==> src/rtl/vga_drop_pkg.sv <==
// Shared types and constants for the drop-effect frame sequencer.
package vga_drop_pkg;

  localparam int unsigned H_DISPLAY = 640;
  localparam int unsigned V_DISPLAY = 480;
  localparam int unsigned CENTER_X  = 320;
  localparam int unsigned CENTER_Y  = 240;

  localparam int unsigned POS_W   = 10;
  localparam int unsigned CNT_W   = 12;
  localparam int unsigned FRAME_W = 7;
  localparam int unsigned PH_W    = 2;

  typedef enum logic [PH_W-1:0] {
    PH_PLAIN = 2'd0,
    PH_SPIN  = 2'd1,
    PH_MIX   = 2'd2,
    PH_ZOOM  = 2'd3
  } phase_t;

  typedef struct packed {
    logic mode_a;
    logic mode_b;
    logic zoom_mode;
  } sel_t;

  typedef struct packed {
    logic acc_clr;
    logic r1_seed;
    logic r1_step;
    logic r2_load;
    logic r2_seed;
    logic r2_step;
  } strobe_t;

  // Mode/zoom selects implied by each effect phase.
  function automatic sel_t phase_sel(input phase_t ph);
    sel_t s;
    s = '0;
    case (ph)
      PH_SPIN: s.mode_b = 1'b1;
      PH_MIX: begin
        s.mode_a = 1'b1;
        s.mode_b = 1'b1;
      end
      PH_ZOOM: begin
        s.mode_a    = 1'b1;
        s.zoom_mode = 1'b1;
      end
      default: s = '0;
    endcase
    return s;
  endfunction

endpackage

==> src/rtl/vga_drop_strobes.sv <==
// Combinational beam-position decoder driving the r1/r2 squared-radius accumulators.
module vga_drop_strobes
  import vga_drop_pkg::*;
#(
  parameter int unsigned H_DISPLAY = vga_drop_pkg::H_DISPLAY
) (
  input  logic [POS_W-1:0] hpos,
  input  logic [POS_W-1:0] vpos,
  input  logic             vsync,
  input  logic             display_on,
  input  logic [POS_W-1:0] center_y,
  input  logic [POS_W-1:0] offset_x,
  output strobe_t          strobes
);

  localparam logic [POS_W-1:0] H_END = POS_W'(H_DISPLAY);

  // Priority chain: at most one accumulator strobe, acc_clr is independent.
  always_comb begin
    strobes         = '0;
    strobes.acc_clr = vsync;
    if (display_on && (vpos == '0) && (hpos < center_y)) begin
      strobes.r1_seed = 1'b1;
    end else if (hpos == H_END) begin
      strobes.r2_load = 1'b1;
    end else if ((hpos > H_END) && ((hpos - H_END) <= offset_x)) begin
      strobes.r2_seed = 1'b1;
    end else if (display_on && (hpos == '0)) begin
      strobes.r1_step = 1'b1;
    end else if (display_on) begin
      strobes.r2_step = 1'b1;
    end
  end

endmodule

==> src/rtl/vga_drop_sequencer.sv <==
// Frame counter, effect-phase FSM and per-frame parameters for the drop effect.
// Optional pause/single-step support is built when VGA_SEQ_STEP_EN is defined.
module vga_drop_sequencer
  import vga_drop_pkg::*;
#(
  parameter int unsigned START_FRAME = 300,
  parameter int unsigned DWELL       = 128,
  parameter int unsigned H_DISPLAY   = vga_drop_pkg::H_DISPLAY,
  parameter int unsigned V_DISPLAY   = vga_drop_pkg::V_DISPLAY
) (
  input  logic               clk,
  input  logic               rst_n,
  input  logic [POS_W-1:0]   hpos,
  input  logic [POS_W-1:0]   vpos,
  input  logic               vsync,
  input  logic               display_on,
  input  logic               pause,
  input  logic               step,
  output logic [CNT_W-1:0]   frame_cnt,
  output logic [FRAME_W-1:0] frame,
  output logic [POS_W-1:0]   offset_x,
  output logic [POS_W-1:0]   offset_y,
  output logic [POS_W-1:0]   center_x,
  output logic [POS_W-1:0]   center_y,
  output logic [PH_W-1:0]    phase,
  output logic               mode_a,
  output logic               mode_b,
  output logic               zoom_mode,
  output logic               acc_clr,
  output logic               r1_seed,
  output logic               r1_step,
  output logic               r2_load,
  output logic               r2_seed,
  output logic               r2_step
);

  localparam int unsigned DW_W = (DWELL > 1) ? $clog2(DWELL) : 1;

  localparam logic [CNT_W-1:0]   RST_CNT   = CNT_W'(START_FRAME % 4096);
  localparam logic [DW_W-1:0]    RST_DWELL = DW_W'(START_FRAME % DWELL);
  localparam logic [DW_W-1:0]    DWELL_MAX = DW_W'(DWELL - 1);
  localparam phase_t             RST_PHASE = phase_t'(PH_W'((START_FRAME / DWELL) % 4));
  localparam sel_t               RST_SEL   = phase_sel(RST_PHASE);
  localparam logic [FRAME_W-1:0] RST_FRAME = RST_CNT[FRAME_W-1:0];
  localparam logic [POS_W-1:0]   RST_OFFX  = POS_W'(RST_FRAME[FRAME_W-1:1]);
  localparam logic [POS_W-1:0]   RST_OFFY  = POS_W'(RST_FRAME);
  localparam logic [POS_W-1:0]   RST_CX    = POS_W'(CENTER_X) + RST_OFFX;
  localparam logic [POS_W-1:0]   RST_CY    = POS_W'(CENTER_Y) + RST_OFFY;

  phase_t             phase_q, phase_nxt;
  logic [DW_W-1:0]    dwell_q, dwell_nxt;
  logic [CNT_W-1:0]   cnt_nxt;
  logic [FRAME_W-1:0] frame_nxt;
  logic [POS_W-1:0]   offx_nxt, offy_nxt, cx_nxt, cy_nxt;
  sel_t               sel_nxt;
  logic               vsync_q;
  logic               frame_edge;
  logic               adv_en;
  logic               adv;
  strobe_t            strb;

  // Vertical display size is informational only for this block.
  logic unused_vdisp;
  assign unused_vdisp = ^(POS_W'(V_DISPLAY));

  assign frame_edge = vsync & ~vsync_q;
  assign adv        = frame_edge & adv_en;

`ifdef VGA_SEQ_STEP_EN
  logic step_pend;

  // Remember a step request until the frame edge that consumes it.
  always_ff @(posedge clk or negedge rst_n) begin
    if (!rst_n) begin
      step_pend <= 1'b0;
    end else if (frame_edge) begin
      step_pend <= 1'b0;
    end else if (step) begin
      step_pend <= 1'b1;
    end
  end

  assign adv_en = ~pause | step_pend | step;
`else
  logic unused_step;
  assign unused_step = ^{pause, step};
  assign adv_en      = 1'b1;
`endif

  // State register: phase, counters and all published frame parameters.
  always_ff @(posedge clk or negedge rst_n) begin
    if (!rst_n) begin
      vsync_q   <= 1'b0;
      phase_q   <= RST_PHASE;
      dwell_q   <= RST_DWELL;
      frame_cnt <= RST_CNT;
      frame     <= RST_FRAME;
      offset_x  <= RST_OFFX;
      offset_y  <= RST_OFFY;
      center_x  <= RST_CX;
      center_y  <= RST_CY;
      mode_a    <= RST_SEL.mode_a;
      mode_b    <= RST_SEL.mode_b;
      zoom_mode <= RST_SEL.zoom_mode;
    end else begin
      vsync_q   <= vsync;
      phase_q   <= phase_nxt;
      dwell_q   <= dwell_nxt;
      frame_cnt <= cnt_nxt;
      frame     <= frame_nxt;
      offset_x  <= offx_nxt;
      offset_y  <= offy_nxt;
      center_x  <= cx_nxt;
      center_y  <= cy_nxt;
      mode_a    <= sel_nxt.mode_a;
      mode_b    <= sel_nxt.mode_b;
      zoom_mode <= sel_nxt.zoom_mode;
    end
  end

  // Next-state: advance counters on an enabled frame edge, step phase on dwell wrap.
  always_comb begin
    phase_nxt = phase_q;
    dwell_nxt = dwell_q;
    cnt_nxt   = frame_cnt;
    if (adv) begin
      cnt_nxt = frame_cnt + 1'b1;
      if (dwell_q == DWELL_MAX) begin
        dwell_nxt = '0;
        case (phase_q)
          PH_PLAIN: phase_nxt = PH_SPIN;
          PH_SPIN:  phase_nxt = PH_MIX;
          PH_MIX:   phase_nxt = PH_ZOOM;
          PH_ZOOM:  phase_nxt = PH_PLAIN;
          default:  phase_nxt = PH_PLAIN;
        endcase
      end else begin
        dwell_nxt = dwell_q + 1'b1;
      end
    end
    frame_nxt = cnt_nxt[FRAME_W-1:0];
    offx_nxt  = POS_W'(frame_nxt[FRAME_W-1:1]);
    offy_nxt  = POS_W'(frame_nxt);
    cx_nxt    = POS_W'(CENTER_X) + offx_nxt;
    cy_nxt    = POS_W'(CENTER_Y) + offy_nxt;
    sel_nxt   = phase_sel(phase_nxt);
  end

  assign phase = phase_q;

  // Beam-position strobe decoder using the registered frame parameters.
  vga_drop_strobes #(
    .H_DISPLAY (H_DISPLAY)
  ) u_strobes (
    .hpos       (hpos),
    .vpos       (vpos),
    .vsync      (vsync),
    .display_on (display_on),
    .center_y   (center_y),
    .offset_x   (offset_x),
    .strobes    (strb)
  );

  assign acc_clr = strb.acc_clr;
  assign r1_seed = strb.r1_seed;
  assign r1_step = strb.r1_step;
  assign r2_load = strb.r2_load;
  assign r2_seed = strb.r2_seed;
  assign r2_step = strb.r2_step;

endmodule
==> config.mk <==
export PLATFORM = sky130hd
export DESIGN_NAME = vga_drop_sequencer
export DESIGN_NICKNAME = d
export VERILOG_FILES = /design/src/rtl/vga_drop_pkg.sv /design/src/rtl/vga_drop_strobes.sv /design/src/rtl/vga_drop_sequencer.sv
export SDC_FILE = /design/constraint.sdc
export NUM_CORES = 1
export LEC_CHECK = 0
export CORE_MARGIN = 4
export CORE_UTILIZATION = 38
export CTS_CLUSTER_DIAMETER = 150
export DETAILED_ROUTE_END_ITERATION = 10
export GPL_TIMING_DRIVEN = 0
export HOLD_SLACK_MARGIN = 0.12
export MAX_ROUTING_LAYER = met4
export PLACE_DENSITY = 0.78
export SETUP_SLACK_MARGIN = 0.05
export SYNTH_ARGS = -nofsm -noshare
export SYNTH_HDL_FRONTEND = slang
export SYNTH_SLANG_ARGS = --single-unit
==> constraint.sdc <==
create_clock -name clk -period 2.6 [get_ports clk]
set_clock_uncertainty 0.1 [all_clocks]
set_input_delay 0.78 -clock clk [delete_from_list [all_inputs] [get_ports clk]]
set_output_delay 0.78 -clock clk [all_outputs]
set_load 0.005 [all_outputs]
# After elaboration in Yosys (flattened, before gate mapping)
# Index checks and enable logic that the tools add are counted.
# Widths: inputs -> output; s select.
dict set report op_classes {
  add_sub_neg 5
  n_mul 0
  div 0
  order_cmp 3
  eq_ne 8
  shifts 0
  muxes 19
  bitwise_logic 2
  reduce_logical 9
}
# op n
set op_table {}
lappend op_table {{$logic_not 10->1} 2}
lappend op_table {{$mux 7} 2}
lappend op_table {{$add 12x1->12 const B} 1}
lappend op_table {{$mux 1} 12}
lappend op_table {{$add 9x6->10 const A} 1}
lappend op_table {{$eq 10x10->1 const B} 1}
lappend op_table {{$gt 10x10->1 const B} 1}
lappend op_table {{$le 10x6->1} 1}
lappend op_table {{$lt 10x10->1} 1}
lappend op_table {{$sub 10x10->10 const B} 1}
lappend op_table {{$add 8x7->9 const A} 1}
lappend op_table {{$eq 2x2->1 const B} 4}
lappend op_table {{$pmux 2 s4} 1}
lappend op_table {{$add 7x1->7 const B} 1}
lappend op_table {{$eq 7x7->1 const B} 1}
lappend op_table {{$mux 2} 3}
lappend op_table {{$eq 2x1->1 const B} 2}
lappend op_table {{$logic_and 1x1->1} 4}
lappend op_table {{$mux 4} 1}
lappend op_table {{$reduce_or 2->1} 2}
lappend op_table {{$logic_not 2->1} 1}
lappend op_table {{$and 1x1->1} 1}
lappend op_table {{$not 1->1} 1}
dict set report totals {
  register_bits 51
  latchBits 0
  mem_bits_rw 0
  romBits 0
  input_bits 26
  n_memories 0
}

# Longest topological paths before layout
dict set report depth {
  ltp_word 7
  ltp_mapped 8
  mapped_depth_nobuf 8
}

# Cells and area by module
# A second synthesis with hierarchy kept.
dict set report unflattened {
  hier_cells 248
  area_unflattened_um2 2381.0
}
# mod n_inst cells_each area_each_um2 seq_area_each_um2
set by_module_without_submodules {}
lappend by_module_without_submodules {vga_drop_sequencer 1 158 1731.7 765.7}
lappend by_module_without_submodules {vga_drop_strobes 1 90 649.4 0.0}

# Least setup slack after synthesis
# No wires, ideal clock.
dict set report synth_path {
  path_kind {input-to-output}
  start {input hpos[5]}
  end {output r2_step}
  arrival_time_ns 1.856
  required_ns 1.720
  slack_ns -0.136
  cell_stages 5
  n_path_buf 0
  cell_sequence {ha_1 > and4_1 > a311oi_1 > nor3_1 > nor3_1}
}
dict set report synth_between {
  elab_chain_cells 6
  elab_cells_between_ends 13
  cone_classes {1 x add/sub; 3 x order compare; 1 x eq/ne; 4 x mux; 4 x reduce/logical}
}
# element line_no
set synth_rtl {}
lappend synth_rtl {{start, declared} vga_drop_sequencer.sv:13} ;# input logic [POS_W-1:0] hpos,
lappend synth_rtl {{$sub 10x10->10 / $logic_not 10->1 (equally long branches)} {vga_drop_strobes.sv:26, vga_drop_strobes.sv:28}}
lappend synth_rtl {{$le 10x6->1 / $logic_and 1x1->1 (equally long branches)} {vga_drop_strobes.sv:26, vga_drop_strobes.sv:28}}
lappend synth_rtl {{$logic_and 1x1->1 / $mux 1 (equally long branches)} {vga_drop_strobes.sv:26, vga_drop_strobes.sv:28}}
lappend synth_rtl {{$mux 1} vga_drop_strobes.sv:26} ;# end else if ((hpos > H_END) && ((hpos - H_END) <= offset_x)) begin
lappend synth_rtl {{$mux 2} vga_drop_strobes.sv:24} ;# end else if (hpos == H_END) begin
lappend synth_rtl {{$mux 4 *} vga_drop_strobes.sv:22} ;# if (display_on && (vpos == '0) && (hpos < center_y)) begin
lappend synth_rtl {{end, declared} vga_drop_sequencer.sv:34} ;# output logic r2_step
# Mark *: on every way between the ends. The rest lies on a longest branch, timed or not.

# Worst setup path in the final report
dict set report layout_path {
  start {input vpos[6]}
  end {output r2_step}
}
dict set report layout_between {
  elab_chain_cells 4
}
# element line_no
set layout_rtl {}
lappend layout_rtl {{start, declared} vga_drop_sequencer.sv:14} ;# input logic [POS_W-1:0] vpos,
lappend layout_rtl {{$logic_not 10->1} vga_drop_strobes.sv:22}
lappend layout_rtl {{$logic_and 1x1->1 (2 in series)} vga_drop_strobes.sv:22}
lappend layout_rtl {{$mux 4} vga_drop_strobes.sv:22}
# Every way passes these cells.

==> reports/qor.yml <==
layout_setup_ws_ns: -0.419
dp_hpwl_um: 3810
cts.sink_count: 29
setup_violations: 5
fin_area_sq_mm: 0.00338
crit_buf_inv: 3
start_kind: "input port"
place_area_sq_mm: 0.00302
core_area_sq_mm: 0.00520
postSynth.asyncResetShare: 1.00
period_share: 1.16
r2r_start: "offset_y[3]"
yosysSeqAreaShare: 0.356
rsz0062_at_grt: "true"
power_density_mw_per_mm2: 921
cp.depth: 8
grt_use_total: 0.174
die-area_sq_mm: 0.00671
worstRegToRegCells: 8
clk_path_buf_depth: 2
syn_avg_cell_area_sq_um: 9.43
wl_met3_um: 276
fin_nets: 379
drc_errors: 0
io_buffers: 81
fmax_ghz: 0.331
endpoint_kind: "output port"
start_util: 0.399
wirelength_um: 5330
slowest_delay_ns: 0.51
final_util: 0.649
wl_met2_um: 2650
slew_headroom: 0.568
path_max_fanout: 2
irDropWorstVdd_uv: 671
cts_tree: "done"
final_hold_viol_count: 0
first_iter_violations: 47
worst_pin_slew_ns: 0.648
grt_pass1_vias: 1902
ys_warn_count: 0
ant_nets: 0
min_period_ns: 3.02
ys.flop_type: "dfrtp_1"
via_per_inst: 4.58
wl_per_cell_um: 13.2
crit_arrival_ns: 2.14
area_delta_synth_final_pct: 62.7
cp-endpoint: "r2_step"
startpoint: "vpos[6]"
antenna_found_initial: 0
leakagePower_uw: 0.00154
tns_ns: -1.42
topRoutingLayerUsed: "met4"
max_cap_viol_count: 0
ys_ff_latch: 29
grt_first_pass_wirelength_um: 8840
drt-met1-wl_um: 2320
ys_types: 35
netlist_area_sq_mm: 0.00207
drive_gt1_frac: 0.401
gp_congestion: 0.762
drt_pass1_iterations: 4
cts_buffers: 5
io_pins: 96
holdWs_ns: 0.369
timing.final.max_slew_violations: 0
syn_inst: 220
failed_checks: "setup timing"
cp_slowest_cell: "or4_1"
hold_class: "flop to flop"
holdBufCountCts: 0
crit_type: "input port to output port"
rows: 26
clock_latency_ns: 0.28
cpLargestDelayFamily: "simple AND/OR/NAND/NOR gates"
status: "finished with violations"
critPathRequiredTime_ns: 1.72
routed-via-count: 1840
fp.dieH_um: 81.9
synth_edf_count: 0
clk_pin_slew_ns: 0.06
cts_root_buffer: "clkbuf_8"
grt_max_degree: 30
r2r_end: "center_y[6]"
cp_cell_sequence: "buf_6 > or4_1 > nor2_1 > nand4_1 > a41oi_2 > buf_4 > nor3_4 > buf_2"
rrSetupSlack_ns: 0.44
die_w_um: 81.9
grt_overflow_total: 0
n_antenna_cell: 0
h-tree-depth: 2
## final cells by class
type                            instances  area [sq um]
Clock buffer                            7          96.3
Timing Repair Buffer                   94           868
Fill cell                             405          1830
Buffer                                 45           342
Clock inverter                          1          5.00
Multi-Input combinational cell        135          1150
Inverter                               21          85.1
Tap cell                               70          87.6
Sequential cell                        29           743
## worst min-delay path by stage
stage                   from             to  slack [ns]  cells after the start
6_report       frame_cnt[11]  frame_cnt[11]        0.37                      1
5_1_grt           dwell_q[6]     dwell_q[6]        0.40                      1
4_1_cts        frame_cnt[11]  frame_cnt[11]        0.38                      1
3_5_place_dp   frame_cnt[11]  frame_cnt[11]        0.36                      1
3_3_place_gp      dwell_q[6]     dwell_q[6]        0.36                      1
2_1_floorplan     dwell_q[6]     dwell_q[6]        0.34                      1
## per-stage QoR
step	std cells	total power, uW	worst slack [ns]
after floorplan	230	1570	-0.0776
after CTS	400	3060	-0.420
after detailed placement	381	2390	-1.19
final	402	3110	-0.419
after global routing	402	3340	-0.486
after global placement	381	2340	-1.17
## power by group
| group | total [uW] | switching [uW] | internal (uW) |
|---|---|---|---|
| registers | 779 | 148 | 631 |
| logic | 1920 | 708 | 1210 |
| clock network | 413 | 174 | 239 |
## per-layer routing
| layer | track usage | vias up |
|---|---|---|
| met2 | 0.302 | 65 |
| met4 | 0.0598 | 0 |
| li1 | - | 899 |
| met1 | 0.204 | 868 |
| met3 | 0.0252 | 8 |
| met5 | - | - |
## sequential cells by signal (all words and copies together), names as in the netlist
signal and count:
mode_b 1, dwell_q 7, vsync_q 1, offset_y 7, zoom_mode 1, phase 1, center_y 5, frame_cnt 5
mode_a 1
## placed cells by master (no fill, tap or decap), types with 3 or more instances in the layout
| master | instances |
|---|---|
| a21oi_1 | 5 |
| and3_1 | 3 |
| buf_2 | 9 |
| buf_4 | 60 |
| buf_6 | 6 |
| clkbuf_8 | 7 |
| clkdlybuf4s50_1 | 55 |
| conb_1 | 12 |
| dfrtp_1 | 15 |
| dfrtp_2 | 3 |
| dfstp_2 | 11 |
| dlygate4sd2_1 | 3 |
| ha_1 | 12 |
| ha_4 | 10 |
| inv_1 | 16 |
| inv_2 | 3 |
| nand2_1 | 20 |
| nand3_1 | 7 |
| nand4_1 | 3 |
| nor2_1 | 6 |
| nor3_1 | 5 |
| nor4_2 | 3 |
| o21ai_0 | 6 |
| xnor2_1 | 13 |
| xor2_1 | 4 |
## synth_stat cells, drive strengths merged, types with 3 or more instances
master  number  area share
buf         45        0.16
ha          22        0.13
inv         21       0.038
nand2       20       0.036
dfrtp       18        0.22
xnor2       13       0.055
dfstp       11        0.14
o21ai        9       0.022
nand3        7       0.017
nor2         7       0.016
nor3         7       0.017
a21oi        5       0.012
nor4         5       0.022
nor2b        4       0.012
xor2         4       0.017
and3         3      0.0090
nand2b       3       0.013
nand4        3      0.0090
## kinds of logic after synthesis
logic type / share of synthesized area
compound gates: 0.0663
xor+xnor: 0.0718
fa+ha+maj: 0.133
buf+inv: 0.203
flops: 0.356
other cells: 0.00362
simple gates: 0.166
## timing repair
action	in CTS	in global routing
buffers inserted	11	2
resized for setup	98	13
pin swaps	23	11
setup endpoints to repair	7	6
endpoints found under the hold margin	0	0
## worst reg2reg max path, cell delays in order, from the launching register on
cell,delay [ns]
dfstp_2,0.56
buf_4,0.12
buf_6,0.12
nand3_1,0.13
nor3_1,0.38
nand2_1,0.18
xnor2_1,0.16
ha_1,0.27
inv_1,0.03
Note: power is estimated with default switching activity, not from simulation.
